[src/rtl/shiftreg_arbiter.sv]
`timescale 1ns / 1ps
`default_nettype none
// ============================================================================
// Module   : shiftreg_arbiter
// Function : Shares a free-running DEPTH-stage shift register between two
//            requesters. Chooses what enters stage 0 each clock (granted data
//            or a zero bubble), carries a valid/source tag pipeline aligned
//            with the data stages, and provides a flush/drain sequencer.
// Options  : `define SHIFTREG_ARB_FIXED_PRIO_EN -> requester 0 always wins
//            under contention (no round-robin pointer). Default: round-robin.
// Revision : 1.0 - initial release
// ============================================================================
module shiftreg_arbiter #(
  parameter int WIDTH = 8,
  parameter int DEPTH = 4
) (
  input  logic             Clock,
  input  logic             Reset,
  input  logic             req0_valid,
  input  logic [WIDTH-1:0] req0_data,
  output logic             req0_ready,
  input  logic             req1_valid,
  input  logic [WIDTH-1:0] req1_data,
  output logic             req1_ready,
  input  logic             flush,
  output logic [WIDTH-1:0] sr_din,
  input  logic [WIDTH-1:0] sr_dout_last,
  output logic             out_valid,
  output logic             out_src,
  output logic [WIDTH-1:0] out_data,
  output logic             busy,
  output logic [2:0]       inflight,
  output logic             flush_done
);

  localparam logic [1:0] ST_IDLE  = 2'd0;
  localparam logic [1:0] ST_RUN   = 2'd1;
  localparam logic [1:0] ST_DRAIN = 2'd2;

  logic [1:0]       state_q, state_d;
  logic             flush_done_q, flush_done_d;
  logic [DEPTH-1:0] tag_vld_q;
  logic [DEPTH-1:0] tag_src_q;

  logic             accept_en;
  logic             gnt_id;
  logic             gnt0, gnt1, xfer;
  logic [2:0]       cnt_all;
  logic [2:0]       cnt_head;

  // New grants are blocked while draining and in the cycle a flush arrives.
  assign accept_en = (state_q != ST_DRAIN) && !flush;

`ifdef SHIFTREG_ARB_FIXED_PRIO_EN
  // Fixed priority: requester 1 only wins when requester 0 is idle.
  always_comb begin
    gnt_id = ~req0_valid;
  end
`else
  logic rr_q, rr_d;

  // Round-robin choice: the pointer only matters when both requesters are valid.
  always_comb begin
    gnt_id = req1_valid;
    if (req0_valid && req1_valid) begin
      gnt_id = rr_q;
    end
  end

  // After a transfer, favour the requester that was not just served.
  always_comb begin
    rr_d = rr_q;
    if (xfer) begin
      rr_d = ~gnt1;
    end
  end

  // Round-robin pointer register; reset favours requester 0.
  always_ff @(posedge Clock or negedge Reset) begin
    if (!Reset) begin
      rr_q <= 1'b0;
    end else begin
      rr_q <= rr_d;
    end
  end
`endif

  assign gnt0       = accept_en && req0_valid && !gnt_id;
  assign gnt1       = accept_en && req1_valid &&  gnt_id;
  assign xfer       = gnt0 || gnt1;
  assign req0_ready = gnt0;
  assign req1_ready = gnt1;

  // Granted payload enters stage 0; otherwise a zero bubble is shifted in.
  always_comb begin
    sr_din = '0;
    if (gnt1) begin
      sr_din = req1_data;
    end else if (gnt0) begin
      sr_din = req0_data;
    end
  end

  // Stage-0 tag captures the transfer flag and its source (0 on bubbles).
  always_ff @(posedge Clock or negedge Reset) begin
    if (!Reset) begin
      tag_vld_q[0] <= 1'b0;
      tag_src_q[0] <= 1'b0;
    end else begin
      tag_vld_q[0] <= xfer;
      tag_src_q[0] <= gnt1;
    end
  end

  generate
    for (genvar gi = 1; gi < DEPTH; gi++) begin : g_tag
      // Tag stage gi follows the data stage of the same index.
      always_ff @(posedge Clock or negedge Reset) begin
        if (!Reset) begin
          tag_vld_q[gi] <= 1'b0;
          tag_src_q[gi] <= 1'b0;
        end else begin
          tag_vld_q[gi] <= tag_vld_q[gi-1];
          tag_src_q[gi] <= tag_src_q[gi-1];
        end
      end
    end
  endgenerate

  // Occupancy: all stages, and the stages that survive the next shift.
  always_comb begin
    cnt_all  = 3'd0;
    cnt_head = 3'd0;
    for (int i = 0; i < DEPTH; i++) begin
      cnt_all = cnt_all + 3'(tag_vld_q[i]);
    end
    for (int i = 0; i < DEPTH - 1; i++) begin
      cnt_head = cnt_head + 3'(tag_vld_q[i]);
    end
  end

  // Sequencer: flush wins over grants; drain ends once the tags are empty.
  always_comb begin
    state_d      = state_q;
    flush_done_d = 1'b0;
    case (state_q)
      ST_IDLE: begin
        if (flush) begin
          state_d = ST_DRAIN;
        end else if (xfer) begin
          state_d = ST_RUN;
        end
      end
      ST_RUN: begin
        if (flush) begin
          state_d = ST_DRAIN;
        end else if (!xfer && (cnt_head == 3'd0)) begin
          state_d = ST_IDLE;
        end
      end
      ST_DRAIN: begin
        if (tag_vld_q == '0) begin
          state_d      = ST_IDLE;
          flush_done_d = 1'b1;
        end
      end
      default: begin
        state_d = ST_IDLE;
      end
    endcase
  end

  // State and drain-complete pulse registers.
  always_ff @(posedge Clock or negedge Reset) begin
    if (!Reset) begin
      state_q      <= ST_IDLE;
      flush_done_q <= 1'b0;
    end else begin
      state_q      <= state_d;
      flush_done_q <= flush_done_d;
    end
  end

  assign out_valid  = tag_vld_q[DEPTH-1];
  assign out_src    = tag_src_q[DEPTH-1];
  assign out_data   = out_valid ? sr_dout_last : '0;
  assign inflight   = cnt_all;
  assign busy       = (cnt_all != 3'd0);
  assign flush_done = flush_done_q;

endmodule
`default_nettype wire

[config.mk]
export PLATFORM = sky130hd
export DESIGN_NAME = shiftreg_arbiter
export DESIGN_NICKNAME = d
export VERILOG_FILES = /design/src/rtl/shiftreg_arbiter.sv
export SDC_FILE = /design/constraint.sdc
export NUM_CORES = 1
export LEC_CHECK = 0
export CORE_AREA = 10 10 53 59
export CTS_BUF_LIST = sky130_fd_sc_hd__clkbuf_8
export DETAILED_ROUTE_END_ITERATION = 8
export DIE_AREA = 0 0 63 69
export PLACE_DENSITY = 0.8
export SKIP_CTS_REPAIR_TIMING = 1
export SYNTH_ARGS = -nofsm -noshare
export SYNTH_HDL_FRONTEND = slang
export SYNTH_SLANG_ARGS = --single-unit
export TNS_END_PERCENT = 5
[constraint.sdc]
create_clock -name Clock -period 2.84 [get_ports Clock]
set_input_delay 0.568 -clock Clock [delete_from_list [all_inputs] [get_ports Clock]]
set_output_delay 0.568 -clock Clock [all_outputs]
set_load 0.03 [all_outputs]
==> results.py <==
metrics = {
    "layout": {
        "drive_gt1_share_pct": 16.81,
        "final_cell_area_mm2": 0.001220,
        "synthToLayoutAreaGrowth_pct": 98.98,
        "fillerInstances": 173,
        "ff_latch_area_um2": 300.3,
        "multi_input_area_um2": 282.8,
        "nets": 146,
        "final_common_cell": "clkdlybuf4s50_1",
        "final_cell_mix": "40 x clkdlybuf4s50_1, 12 x dfrtp_1, 12 x buf_4",
        "insertedDiodeCount": 0,
        "stdcell_count": 141,
    },
    "flow_run": {
        "cap_violations": 0,
    },
    "routing": {
        "drc_errors": 0,
        "wl_per_cell_um": 14.99,
        "drt-total-wl_um": 2114,
        "drt-vias-per-instance": 4.667,
        "num_vias": 658,
        "dr.pass1.iters": 4,
        "drt-initial-drc-count": 19,
        "detail-route-antenna-nets": 0,
    },
    "worst_setup_path": {
        "path_max_fanout": 3,
        "required_ns": 2.27,
        "path_class": "register to primary output",
        "rrSetupSlack_ns": 1.40,
        "end_kind": "primary output",
        "critPathLaunchType": "register",
        "cp.arrival_ns": 2.27,
    },
    "yosys": {
        "yosysUniqueCellTypes": 21,
        "synth-seq-cells": 12,
        "syn_inst": 55,
        "yosysWarningCount": 0,
        "syn_area_per_cell_um2": 11.15,
        "synth_nets": 87,
        "netlist_area_um2": 613.1,
        "synth-seq-area-share_pct": 48.98,
    },
    "clock_tree": {
        "ctsRootBufferMaster": "clkbuf_8",
        "insertion_delay_ns": 0.24,
        "cts_made_buffers": 3,
        "htreeDepth": 1,
        "cts.sinks": 12,
        "clockBufferDepth": 2,
        "cts_tree": "done",
        "clkTransAtPathRegs_ns": 0.05,
    },
    "die": {
        "boundaryPins": 54,
        "die-width_um": 63,
        "row_count": 17,
        "die_h_um": 69,
        "dieArea_mm2": 0.004347,
        "core_mm2": 0.001978,
        "start_util_pct": 30.99,
    },
    "run_status": {
        "outcome": "finished, final reports clean",
    },
    "global_routing": {
        "antenna_found_initial": 0,
        "grt_start_max_net_pins": 13,
        "first_global_vias": 743,
        "grtUsageTotal_pct": 9.964,
        "grt_first_pass_wirelength_um": 3525,
        "overflow": 0,
    },
    "power_and_ir_drop": {
        "vdd_drop_max_mv": 0.5070,
        "power_density_mw_per_mm2": 801.6,
        "p_total_uw": 977.9,
        "leakagePower_uw": 0.0005854,
    },
    "timing": {
        "hold_viol_final": 0,
        "min_period_ns": 2.834,
        "period_share_pct": 99.80,
        "max_freq_mhz": 352.8,
        "tightest_slew_ns": 0.5343,
        "rsz0062_at_grt": "true",
        "slew_headroom_pct": 64.27,
        "setup_viol": 0,
        "slew_viol_final": 0,
        "skew_ns": 0.002237,
    },
    "min_path": {
        "hp-class": "register to register",
    },
    "placement": {
        "dp.cells": 137,
        "postPlaceCellArea_mm2": 0.001165,
        "place_congestion": 0.8003,
        "hpwl_um": 1871,
        "numPortBuffers": 53,
    },
}
[cell type report]
cell class	instances	share of cell area (%)
Multi-Input combinational cell	35	23.18
Inverter	7	2.154
Clock buffer	4	4.513
Sequential cell	12	24.62
Tap cell	28	2.872
Timing Repair Buffer	55	42.67
[cell usage after synthesis (all sizes together)]
master	n	area, um^2
a31oi	2	12.51
clkbuf	1	3.750
nor2	2	7.510
a211oi	1	7.510
o2111a	1	11.26
or4	1	7.510
or3	1	6.260
inv	7	26.27
a2111oi	1	27.53
and2	8	50.05
nand2b	1	6.260
dfrtp	12	300.3
nand2	2	7.510
fa	1	20.02
ha	2	25.02
nor2b	1	6.260
o21a	1	7.510
nor3	1	5.000
o21ai	1	5.000
a22o	8	70.07
[path summary, 6_finish.rpt]
path / startpoint / to / cells after the start
max in group asynchronous: Reset / out_src$_DFF_PN0_ / 1
min in group asynchronous: Reset / state_q[0]$_DFFE_PN0P_ / 1
hold reg to reg: tag_src_q[2]$_DFF_PN0_ / out_src$_DFF_PN0_ / 0
hold / removal: tag_src_q[2]$_DFF_PN0_ / out_src$_DFF_PN0_ / 0
setup reg to reg: tag_vld_q[0]$_DFF_PN0_ / state_q[0]$_DFFE_PN0P_ / 5
setup / recovery: tag_vld_q[0]$_DFF_PN0_ / busy / 7
[sequential cells by signal, summed over array words and instances, names as in the netlist]
signal	flops
out_src	1
tag_src_q	3
rr_q	1
tag_vld_q	3
flush_done	1
out_valid	1
state_q	2
[worst max-delay path, cell delays in order, from the launching register on]
cell     delay (ns)
dfrtp_1        0.36
inv_1          0.06
fa_1           0.55
inv_1          0.04
ha_1           0.17
ha_1           0.28
or3_1          0.37
buf_2          0.19
[report_power, final]
part	leakage [uW]	internal [uW]	total, uW	switching [uW]
Sequential	0.000155	216	253	36.6
Clock	0.0000288	122	184	61.8
Combinational	0.000402	229	541	312
Total	0.000585	568	978	410
[layer usage]
layer | global-route usage (%) | up-vias | part of all wire, %
met5 | 0 | - | 0
met4 | 4.433 | 0 | 1.5
met3 | 8.213 | 5 | 18
met2 | 14.56 | 55 | 39
met1 | 9.991 | 288 | 41
li1 | - | 310 | -
[cells by family after synthesis]
kind of cell,Yosys count,synth area share [%]
buf+inv,8,4.897
compound gates,15,23.06
flops,12,48.98
fa+ha+maj,3,7.346
simple gates,17,15.72
[stage by stage]
stage,setup TNS [ns],setup slack (ns),hold WS (ns),utilization (%)
6_report,0,0.005784,0.3476,61.67
5_1_grt,-0.1744,-0.1230,0.3630,61.67
4_1_cts,-0.5440,-0.4281,0.3507,61.67
3_5_place_dp,-0.1653,-0.1653,0.3386,58.89
3_3_place_gp,-0.1015,-0.1015,0.3353,58.89
2_1_floorplan,0,0.1905,0.2724,-
No activity file was read; power rests on OpenSTA's default activity.
